===== src/rtl/bus_arbiter_pkg.sv =====
// Shared codes for the L2 bus arbiter: FSM state encodings, request type codes
// and a sizing helper for the shared grant-window / turnaround counter.
package bus_arbiter_pkg;

    localparam logic [1:0] ARB_IDLE  = 2'd0;
    localparam logic [1:0] ARB_GRANT = 2'd1;
    localparam logic [1:0] ARB_OWNED = 2'd2;
    localparam logic [1:0] ARB_TURN  = 2'd3;

    localparam logic REQ_NORMAL = 1'b0;
    localparam logic REQ_PWB    = 1'b1;

    // Bits needed to hold a down-counter preloaded with max_val-1.
    function automatic int cnt_width(input int max_val);
        return (max_val < 2) ? 1 : $clog2(max_val);
    endfunction

endpackage


===== src/rtl/bus_arbiter_picker.sv =====
// Combinational round-robin picker: returns the first set candidate found
// searching upward from rr_ptr+1, wrapping from NUM_REQ-1 back to 0.
module rr_priority_picker #(
    parameter int NUM_REQ = 4,
    parameter int ID_W    = 2
) (
    input  logic [NUM_REQ-1:0] cand,
    input  logic [ID_W-1:0]    rr_ptr,
    output logic               valid,
    output logic [ID_W-1:0]    winner
);

    always_comb begin
        int              idx;
        logic [ID_W-1:0] sel;
        valid  = 1'b0;
        winner = '0;
        idx    = 0;
        sel    = '0;
        for (int i = 1; i <= NUM_REQ; i++) begin
            idx = (int'(rr_ptr) + i) % NUM_REQ;
            sel = idx[ID_W-1:0];
            if (!valid && cand[sel]) begin
                valid  = 1'b1;
                winner = sel;
            end
        end
    end

endmodule


===== src/rtl/bus_arbiter.sv =====
// Arbiter for one shared L2 bus: PWB-over-normal priority, round-robin within a
// class, grant/hold handshake with revoke on window expiry and a turnaround gap.
module bus_arbiter
    import bus_arbiter_pkg::*;
#(
    parameter int NUM_REQ      = 4,
    parameter int GRANT_WINDOW = 4,
    parameter int TURNAROUND   = 1,
    parameter int ID_W         = 2
) (
    input  logic               clk,
    input  logic               rst,
    input  logic [NUM_REQ-1:0] bus_req,
    input  logic [NUM_REQ-1:0] bus_req_type,
    input  logic [NUM_REQ-1:0] bus_hold,
    output logic [NUM_REQ-1:0] bus_get,
    output logic               bus_active,
    output logic [ID_W-1:0]    bus_owner,
    output logic               grant_revoked
);

    localparam int CNT_MAX = (GRANT_WINDOW > TURNAROUND) ? GRANT_WINDOW : TURNAROUND;
    localparam int CNT_W   = cnt_width(CNT_MAX);
    localparam logic [CNT_W-1:0] GW_LOAD = CNT_W'(GRANT_WINDOW - 1);
    localparam logic [CNT_W-1:0] TA_LOAD = CNT_W'(TURNAROUND - 1);

    logic [1:0]         state_q, state_d;
    logic [CNT_W-1:0]   cnt_q, cnt_d;
    logic [ID_W-1:0]    rr_ptr_q, rr_ptr_d;
    logic [NUM_REQ-1:0] get_q, get_d;
    logic [ID_W-1:0]    owner_q, owner_d;
    logic               revoked_q, revoked_d;

    logic [NUM_REQ-1:0] pwb_req;
    logic [NUM_REQ-1:0] cand;
    logic               pick_valid;
    logic [ID_W-1:0]    pick_winner;
    logic               owner_req;
    logic               owner_hold;

    always_comb begin
        pwb_req = '0;
        for (int i = 0; i < NUM_REQ; i++) begin
            pwb_req[i] = bus_req[i] && (bus_req_type[i] == REQ_PWB);
        end
        cand = (pwb_req != '0) ? pwb_req : bus_req;
    end

    rr_priority_picker #(
        .NUM_REQ (NUM_REQ),
        .ID_W    (ID_W)
    ) u_picker (
        .cand    (cand),
        .rr_ptr  (rr_ptr_q),
        .valid   (pick_valid),
        .winner  (pick_winner)
    );

    assign owner_req  = bus_req[owner_q];
    assign owner_hold = bus_hold[owner_q];

    always_comb begin
        state_d   = state_q;
        cnt_d     = cnt_q;
        rr_ptr_d  = rr_ptr_q;
        get_d     = get_q;
        owner_d   = owner_q;
        revoked_d = 1'b0;
        case (state_q)
            ARB_IDLE: begin
                if (pick_valid) begin
                    get_d              = '0;
                    get_d[pick_winner] = 1'b1;
                    owner_d            = pick_winner;
                    rr_ptr_d           = pick_winner;
                    cnt_d              = GW_LOAD;
                    state_d            = ARB_GRANT;
                end
            end
            // Priority: request drop, then hold (beats a same-cycle expiry), then revoke.
            ARB_GRANT: begin
                if (!owner_req) begin
                    get_d   = '0;
                    cnt_d   = TA_LOAD;
                    state_d = ARB_TURN;
                end else if (owner_hold) begin
                    state_d = ARB_OWNED;
                end else if (cnt_q == '0) begin
                    get_d     = '0;
                    revoked_d = 1'b1;
                    cnt_d     = TA_LOAD;
                    state_d   = ARB_TURN;
                end else begin
                    cnt_d = cnt_q - 1'b1;
                end
            end
            ARB_OWNED: begin
                if (!owner_req || !owner_hold) begin
                    get_d   = '0;
                    cnt_d   = TA_LOAD;
                    state_d = ARB_TURN;
                end
            end
            default: begin
                if (cnt_q == '0) begin
                    state_d = ARB_IDLE;
                end else begin
                    cnt_d = cnt_q - 1'b1;
                end
            end
        endcase
    end

    always_ff @(posedge clk or posedge rst) begin
        if (rst) begin
            state_q   <= ARB_IDLE;
            cnt_q     <= '0;
            rr_ptr_q  <= ID_W'(NUM_REQ - 1);
            get_q     <= '0;
            owner_q   <= '0;
            revoked_q <= 1'b0;
        end else begin
            state_q   <= state_d;
            cnt_q     <= cnt_d;
            rr_ptr_q  <= rr_ptr_d;
            get_q     <= get_d;
            owner_q   <= owner_d;
            revoked_q <= revoked_d;
        end
    end

    assign bus_get       = get_q;
    assign bus_owner     = owner_q;
    assign grant_revoked = revoked_q;
    assign bus_active    = (state_q == ARB_GRANT) || (state_q == ARB_OWNED);

endmodule


===== config.mk =====
export PLATFORM = sky130hd
export DESIGN_NAME = bus_arbiter
export DESIGN_NICKNAME = d
export VERILOG_FILES = /design/src/rtl/bus_arbiter_pkg.sv /design/src/rtl/bus_arbiter_picker.sv /design/src/rtl/bus_arbiter.sv
export SDC_FILE = /design/constraint.sdc
export NUM_CORES = 1
export LEC_CHECK = 0
export ABC_AREA = 1
export BUFFER_PORTS_ARGS = -buffer_cell sky130_fd_sc_hd__clkbuf_2
export CAP_MARGIN = 10
export CORE_UTILIZATION = 60
export CTS_CLUSTER_DIAMETER = 60
export CTS_CLUSTER_SIZE = 16
export DETAILED_ROUTE_END_ITERATION = 6
export PLACE_DENSITY = 0.85
export SLEW_MARGIN = 5
export SYNTH_ARGS = -nofsm -noshare
export SYNTH_HDL_FRONTEND = slang
export SYNTH_SLANG_ARGS = --single-unit
export TNS_END_PERCENT = 100

===== constraint.sdc =====
create_clock -name clk -period 3.2 [get_ports clk]
set_input_delay 0.64 -clock clk [delete_from_list [all_inputs] [get_ports clk]]
set_output_delay 0.64 -clock clk [all_outputs]
set_load 0.02 [all_outputs]

==> summary.txt, run 1 <==
H-Tree Depth -> 1
GRT Overall Usage -> 26.1%
dpl cell area -> 1420 um2
unrepaired setup endpoints after global routing -> false
Final Cell Area -> 1450 um2
CTS tree -> done
DP Worst Slack -> 1.02 ns
first-pass GRT wire length -> 4.82 mm
share of cells above drive strength 1 -> 29.9%
Die Ht -> 48.4 um
Internal -> 0.000693 W
Clock Sink Count -> 13
# IOs -> 22
top cell type's share of synthesized area -> 21.3%
net load switching power -> 0.000878 W
final WL -> 2.71 mm
Gate power share -> 72.0%
Seq/Total Area, Yosys -> 25.3%
top cell type by total area after synthesis -> dfrtp_1
CP max-delay cell -> dfrtp_1
max_cap viols -> 0
WP data required -> 2.56 ns
die area -> 2350 um2
P&R area growth vs syn -> 11.8%
Root Buffer -> clkbuf_4
most common cell after layout, fill and taps aside -> nand2_1
Slew @ Worst Pin -> 0.511 ns
met2 usage -> 42.7%
Final Worst Setup Slack -> 1.19 ns
row cnt -> 16
DR iter-0 viols -> 37
post-DP HPWL -> 2.27 mm
via count -> 1272
Post-CTS Hold Buffers -> 0
Clock Skew -> 0.000595 ns
crit-path cells -> inv_1, ha_1, clkbuf_2
synthesized net count -> 212
top post-synthesis cells by area -> dfrtp_1 (21%), nand3_1 (12%), nand2_1 (11%)
Tcrit/Tclk final -> 62.9%
Seq pwr share -> 21.5%
# setup viols final -> 0
synth warn -> 0
number of synthesized register bits -> 13
final core occ -> 72.3%
setup bufs post-CTS -> 0
Worst EP arrival -> 1.37 ns
clk buf depth -> 2
synthesized area -> 1290 um2
count of buffers from port buffering -> 21
CORE AREA -> 2000 um2
initial core utilization -> 64.6%
vias in the first global route -> 1152
crit path kind -> flop to primary output
cts bufs inserted -> 3
Switching Fraction -> 55.9%
mean post-synth cell area -> 6.77 um2
setup_tns -> 0 ns
initial antenna violation count -> 0
GRT Residual Overflow -> 0
Pwr Density -> 1090 nW/um2
R2R setup slack -> 1.35 ns
DRC Markers -> 0
Slowest Stage Delay on Critical Path -> 0.42 ns
commonest cells after routing, fill and taps aside -> nand2_1 (37), nand3_1 (30), inv_1 (26)
Pleak -> 0.797 nW
achievable frequency -> 497 MHz
CTS resizes -> 0
Max transition margin -> 65.9%
met3 Resource Use GR -> 5.66%
Clock transition at path regs -> 0.08 ns
Skew-Pair Late Insertion Delay -> 0.28 ns
Layout Nets -> 236
Max Slew Vio Count -> 0
Initial DRT Pass Iterations -> 4
count of cell types in the netlist -> 27
Critical Path Sink Type -> primary output
cells after synthesis -> 191
CP Launch Type -> flop
via/cell ratio -> 5.28
fin crit period -> 2.01 ns
status -> finished clean
gpl congestion -> 0.908
critical path fanouts, max -> 4
Final Hold Fails -> 0
antenna viol nets, final -> 0
antenna diode count -> 0
busiest grt layer -> met2
met1 Use GR -> 35.8%
largest net degree at the start of global routing -> 14
DIE WIDTH -> 48.4 um
worst vdd ir -> 0.000670 V
Hold Crit Class -> input pin to asynchronous set/reset pin
drt wl/cell -> 11.2 um
Clk pwr share -> 6.5%
## synthesized netlist by cell type
library cell and number:
dfrtp_1 11, a21oi_2 1, nand4_1 1, nor2_8 1, nand2_4 4, nor2_2 1, o21ai_2 4, nand2_2 18
clkbuf_2 1, or2_2 1, nor3_1 2, o21ai_0 14, nor2_4 1, xnor2_1 1, dfstp_2 2, nand3_2 3
clkbuf_4 1, inv_4 1, nor2_1 13, o21bai_1 2, ha_1 7, nand3_1 30, inv_1 26, inv_2 3
nand2_1 37, o22ai_1 2, a21oi_1 3
## registers in the layout (all words and copies together), names as in the netlist
register	cells
state_q	2
rr_ptr_q	2
bus_owner	2
grant_revoked	1
bus_get	4
cnt_q	2
## power groups by stage
stage	registers (W)	clock network, W	logic (W)
after CTS	0.000339	0.000104	0.00113
after floorplan	0.000328	0	0.000922
final	0.000337	0.000102	0.00113
after global routing	0.000349	0.000110	0.00129
after global placement	0.000338	0	0.00110
after detailed placement	0.000342	0	0.00112
## cells by family (layout without fill, tap and decap cells)
group,Yosys count,in the layout,share of synthesized area (%)
and+or+nand+nor,112,112,45.3
buffers and inverters,32,55,9.86
AOI/OAI and AO/OA,26,26,12.1
DFF,13,13,25.3
adders and majority gates,7,7,6.77
xor gates and xnor gates,1,1,0.677
## layer usage
metal | wire, um | vias up
met4 | 10 | 0
met5 | 0 | -
li1 | - | 662
met1 | 1320 | 578
met3 | 115 | 3
met2 | 1260 | 29
## metrics by stage
stage          std cells  total power, W  hold WS [ns]
5_1_grt              241         0.00175         0.406
3_5_place_dp         237         0.00147         0.474
3_3_place_gp         237         0.00143         0.464
6_report             241         0.00157         0.363
2_1_floorplan        191         0.00125         0.487
4_1_cts              241         0.00158         0.371
## worst paths after layout
path,to,from,cells after the start
max,bus_active,state_q[0],3
min,bus_get[0],rst,2
max reg2reg,bus_get[0],rr_ptr_q[0],12
min reg2reg,bus_get[0],bus_get[0],2
max in group asynchronous,rr_ptr_q[1],rst,2
min in group clk,bus_get[0],bus_get[0],2
## layout make-up
class | count | area, um2
multi-input combinational | 146 | 838
fill | 181 | 556
sequential | 13 | 328
inverter | 30 | 115
timing repair buffer | 21 | 105
tap | 27 | 33.8
clock buffer | 4 | 26.3
## worst max-delay path: cells and delay by family (launching register included)
family / cells / cell delay [ns]
buf+inv: 2 / 0.29
flops: 1 / 0.42
fa+ha+maj: 1 / 0.38
Note: power is estimated with default switching activity, not from simulation.
==> run 2, diff against run 1 <==
- CORE_UTILIZATION: 60 -> 50
- PLACE_DENSITY: 0.85 -> 0.76
- clock period: 3.2 -> 1.8 ns (I/O delays scaled with it)
==> summary.txt, run 2 (synthesis gave the netlist of run 1 again) <==
status -> complete, but fails checks
failing checks -> setup timing
Critical Path Sink Type -> flop
Pleak -> 0.907 nW
Tcrit/Tclk final -> 100%
Gate power share -> 75.4%
vias in the first global route -> 1292
Skew-Pair Late Insertion Delay -> 0.28 ns
Internal -> 0.00142 W
Post-CTS Hold Buffers -> 0
Clk pwr share -> 5.9%
P&R area growth vs syn -> 28.0%
H-Tree Depth -> 1
WHS -> 0.0610 ns
Initial DRT Pass Iterations -> 4
via count -> 1368
Layout Nets -> 254
row cnt -> 18
Clock Skew -> 0.00329 ns
Root Buffer -> clkbuf_4
antenna viol nets, final -> 0
Switching Fraction -> 54.5%
CTS tree -> done
clk buf depth -> 2
Final Hold Fails -> 0
achievable frequency -> 553 MHz
max_cap viols -> 0
cts bufs inserted -> 3
CP max-delay cell -> dfstp_2
DIE WIDTH -> 52.9 um
commonest cells after routing, fill and taps aside -> nand2_1 (36), inv_1 (24), nand3_1 (24)
Slowest Stage Delay on Critical Path -> 0.62 ns
# setup viols final -> 3
Seq pwr share -> 18.7%
drt wl/cell -> 12.2 um
gpl congestion -> 0.810
crit path kind -> flop to flop
unrepaired setup endpoints after global routing -> true
net load switching power -> 0.00170 W
CP Launch Type -> flop
Clock Sink Count -> 13
CP bufs+invs -> 3
met3 Resource Use GR -> 1.72%
GRT Residual Overflow -> 0
met2 usage -> 50.4%
initial core utilization -> 52.7%
GRT Overall Usage -> 25.9%
largest net degree at the start of global routing -> 14
Final Worst Setup Slack -> -0.00814 ns
count of buffers from port buffering -> 21
DR iter-0 viols -> 23
Clock transition at path regs -> 0.08 ns
post-DP HPWL -> 2.55 mm
Max transition margin -> 67.6%
via/cell ratio -> 5.22
setup_tns -> -0.0147 ns
most common cell after layout, fill and taps aside -> nand2_1
die area -> 2790 um2
antenna diode count -> 0
DRC Markers -> 0
crit-path cells -> inv_1, nand3_2, nand2_1, o21ai_2, inv_2, nand3_4, nand2_2, inv_4, nand2_4, nand2_2, o21ai_2
final WL -> 3.19 mm
met1 Use GR -> 28.1%
Slew @ Worst Pin -> 0.481 ns
Die Ht -> 52.9 um
Hold Crit Class -> input pin to asynchronous set/reset pin
Pwr Density -> 1890 nW/um2
Worst EP arrival -> 1.98 ns
WP data required -> 1.97 ns
# IOs -> 22
max reg flops -> 4
busiest grt layer -> met2
R2R setup slack -> -0.008 ns
share of cells above drive strength 1 -> 41.8%
worst vdd ir -> 0.00155 V
first-pass GRT wire length -> 5.27 mm
initial antenna violation count -> 0
final core occ -> 67.5%
Max Slew Vio Count -> 0
critical path fanouts, max -> 8
fin crit period -> 1.81 ns
cell family with most CP delay -> flip-flops
CORE AREA -> 2450 um2
-- run 2: cell types whose count changed in the layout (fill, tap and decap cells not counted), moves of 2 or more --
cell and delta:
inv_2 +2, o21ai_0 -2, nand3_2 +5, buf_4 +18, inv_1 -2, o21ai_1 +2
nand3_1 -6
-- run 2: worst paths after layout --
| kind | startpoint | end | cells past startpoint |
|---|---|---|---|
| max in group asynchronous | rst | bus_owner[0] | 2 |
| worst max-delay path | rr_ptr_q[0] | cnt_q[1] | 11 |
| worst max register to register | rr_ptr_q[0] | cnt_q[1] | 11 |
| worst min-delay path | rst | bus_get[1] | 2 |
| min in group clk | bus_hold[0] | grant_revoked | 4 |
| worst min register to register | bus_get[1] | bus_get[1] | 2 |
-- run 2: timing repair --
action	CTS	global route
buffers inserted	0	5
endpoints found under the setup margin	0	13
resized for setup	0	19
-- run 2: layer usage --
metal	vias to the layer above	routed length [um]	share of wire [%]
li1	693	-	-
met3	5	61	1.9
met5	-	0	0
met1	648	1290	40
met4	0	49	1.5
met2	22	1790	56
-- run 2: final cells by class --
class                   instances  area [um2]
well taps                      30        37.5
inverters                      30         115
clock buffers                   4        26.3
repair buffers                 39         240
multi-input cells             146         908
fillers                       229         798
flip-flops and latches         13         329
-- run 2: power groups by stage --
stage / clock network [W] / logic [W] / registers (W)
2_1_floorplan: 0 / 0.00164 / 0.000584
3_3_place_gp: 0 / 0.00202 / 0.000583
3_5_place_dp: 0 / 0.00209 / 0.000592
4_1_cts: 0.000188 / 0.00210 / 0.000586
5_1_grt: 0.000204 / 0.00264 / 0.000602
6_report: 0.000185 / 0.00236 / 0.000584
-- run 2: metrics by stage --
step / instance area, um2 / std cells / setup WS [ns] / power (W)
detailed placement: 1520 / 253 / -0.0173 / 0.00268
global placement: 1520 / 253 / 0.0130 / 0.00260
global route: 1660 / 262 / -0.0971 / 0.00345
floorplan: 1290 / 191 / 0.162 / 0.00222
finish: 1660 / 262 / -0.00814 / 0.00313
CTS: 1550 / 257 / 0.00173 / 0.00287
==> run 3, diff against run 2 <==
- CTS_BUF_LIST: default -> sky130_fd_sc_hd__clkbuf_16
==> summary.txt, run 3 (synthesis gave the netlist of run 1 again) <==
largest net degree at the start of global routing -> 14
CP Launch Type -> flop
drt wl/cell -> 12.3 um
Max transition margin -> 67.2%
Layout Nets -> 252
CTS tree -> done
Skew-Pair Late Insertion Delay -> 0.24 ns
DRC Markers -> 0
# setup viols final -> 0
final WL -> 3.20 mm
row cnt -> 18
count of buffers from port buffering -> 21
die area -> 2790 um2
worst vdd ir -> 0.00153 V
crit-path cells -> inv_1, nand3_2, nand2_1, o21ai_2, inv_2, nand3_2, nand2_2, inv_4, nand2_4, nand2_2, o21ai_2
Slowest Stage Delay on Critical Path -> 0.60 ns
status -> finished clean
met3 Resource Use GR -> 4.31%
Pleak -> 0.917 nW
Final Worst Setup Slack -> 0.0125 ns
met2 usage -> 51.7%
first-pass GRT wire length -> 5.32 mm
achievable frequency -> 559 MHz
Final Hold Fails -> 0
Root Buffer -> clkbuf_16
share of cells above drive strength 1 -> 38.3%
antenna diode count -> 0
Tot Pwr -> 0.00327 W
WP data required -> 1.92 ns
GRT Residual Overflow -> 0
met1 Use GR -> 26.5%
Post-CTS Hold Buffers -> 0
# IOs -> 22
post-DP HPWL -> 2.55 mm
initial core utilization -> 52.7%
unrepaired setup endpoints after global routing -> true
antenna viol nets, final -> 0
initial antenna violation count -> 0
DP Worst Slack -> -0.0173 ns
gpl congestion -> 0.810
dpl cell area -> 1520 um2
CP max-delay cell -> dfstp_2
Initial DRT Pass Iterations -> 4
Non-Filler Instances -> 260
Max Slew Vio Count -> 0
Die Ht -> 52.9 um
via count -> 1370
H-Tree Depth -> 1
CORE AREA -> 2450 um2
Final Cell Area -> 1660 um2
Clock Sink Count -> 13
Slew @ Worst Pin -> 0.491 ns
Clock Skew -> 0.00181 ns
via/cell ratio -> 5.27
Tcrit/Tclk final -> 99.3%
crit path kind -> flop to flop
clk buf depth -> 2
DR iter-0 viols -> 23
vias in the first global route -> 1307
P&R area growth vs syn -> 28.3%
Hold Crit Class -> input pin to asynchronous set/reset pin
Pwr Density -> 1970 nW/um2
critical path fanouts, max -> 8
cts bufs inserted -> 3
setup_tns -> 0 ns
commonest cells after routing, fill and taps aside -> nand2_1 (37), nand3_1 (27), inv_1 (26)
placed insts -> 253
Clock transition at path regs -> 0.04 ns
DIE WIDTH -> 52.9 um
max reg flops -> 4
Worst EP arrival -> 1.91 ns
GRT Overall Usage -> 26.4%
max_cap viols -> 0
busiest grt layer -> met2
most common cell after layout, fill and taps aside -> nand2_1
fin crit period -> 1.79 ns
Critical Path Sink Type -> flop
run 3: cell types whose count changed in the layout (fill, tap and decap cells not counted), sizes merged:
cell	delta
clkbuf	-1
inv	+1
buf	-2
run 3: final cells by class:
type | instances | area, um2
Clock inverter | 1 | 3.75
Timing Repair Buffer | 37 | 225
Sequential cell | 13 | 329
Multi-Input combinational cell | 146 | 875
Inverter | 30 | 115
Clock buffer | 3 | 75.1
Tap cell | 30 | 37.5
Fill cell | 233 | 795
run 3: per-layer routing:
layer	routed length, um	share of wire (%)
met1	1320	41
met2	1760	55
met3	71	2.2
met4	42	1.3
met5	0	0
run 3: per-stage QoR:
| step | util (%) | hold slack (ns) |
|---|---|---|
| after floorplan | - | 0.236 |
| after CTS | 65.2 | 0.134 |
| final | 67.6 | 0.116 |
| after detailed placement | 62.0 | 0.391 |
| after global placement | 62.0 | 0.382 |
| after global routing | 67.6 | 0.191 |
run 3: path summary, 6_finish.rpt:
check | from | end | slack (ns) | depth (start not counted)
min reg2reg | bus_get[1] | bus_get[1] | 0.48 | 2
min in group clk | bus_get[1] | bus_get[1] | 0.48 | 2
max reg2reg | rr_ptr_q[0] | state_q[0] | 0.01 | 11
max in group asynchronous | rst | bus_owner[0] | 1.33 | 2
min | rst | state_q[1] | 0.12 | 2
max | rr_ptr_q[0] | state_q[0] | 0.01 | 11
run 3: critical path: cells and delay by family (launching register included):
family | cells | cell delay (ns)
buffers and inverters | 3 | 0.31
and+or+nand+nor | 6 | 0.51
AOI/OAI and AO/OA | 2 | 0.25
DFF | 1 | 0.60
run 3: report_power, final:
group	internal (W)	switching, W	leakage (nW)
clock	0.000293	0.000123	0.0423
combinational	0.000842	0.00141	0.713
sequential	0.000444	0.000149	0.161
run 3: repair_timing:
| action | 4_1_cts | 5_1_grt |
|---|---|---|
| gates cloned | 0 | 0 |
| setup endpoints to repair | 2 | 12 |
| pin swaps | 0 | 1 |
| resized for setup | 0 | 11 |
| setup buffers | 0 | 3 |
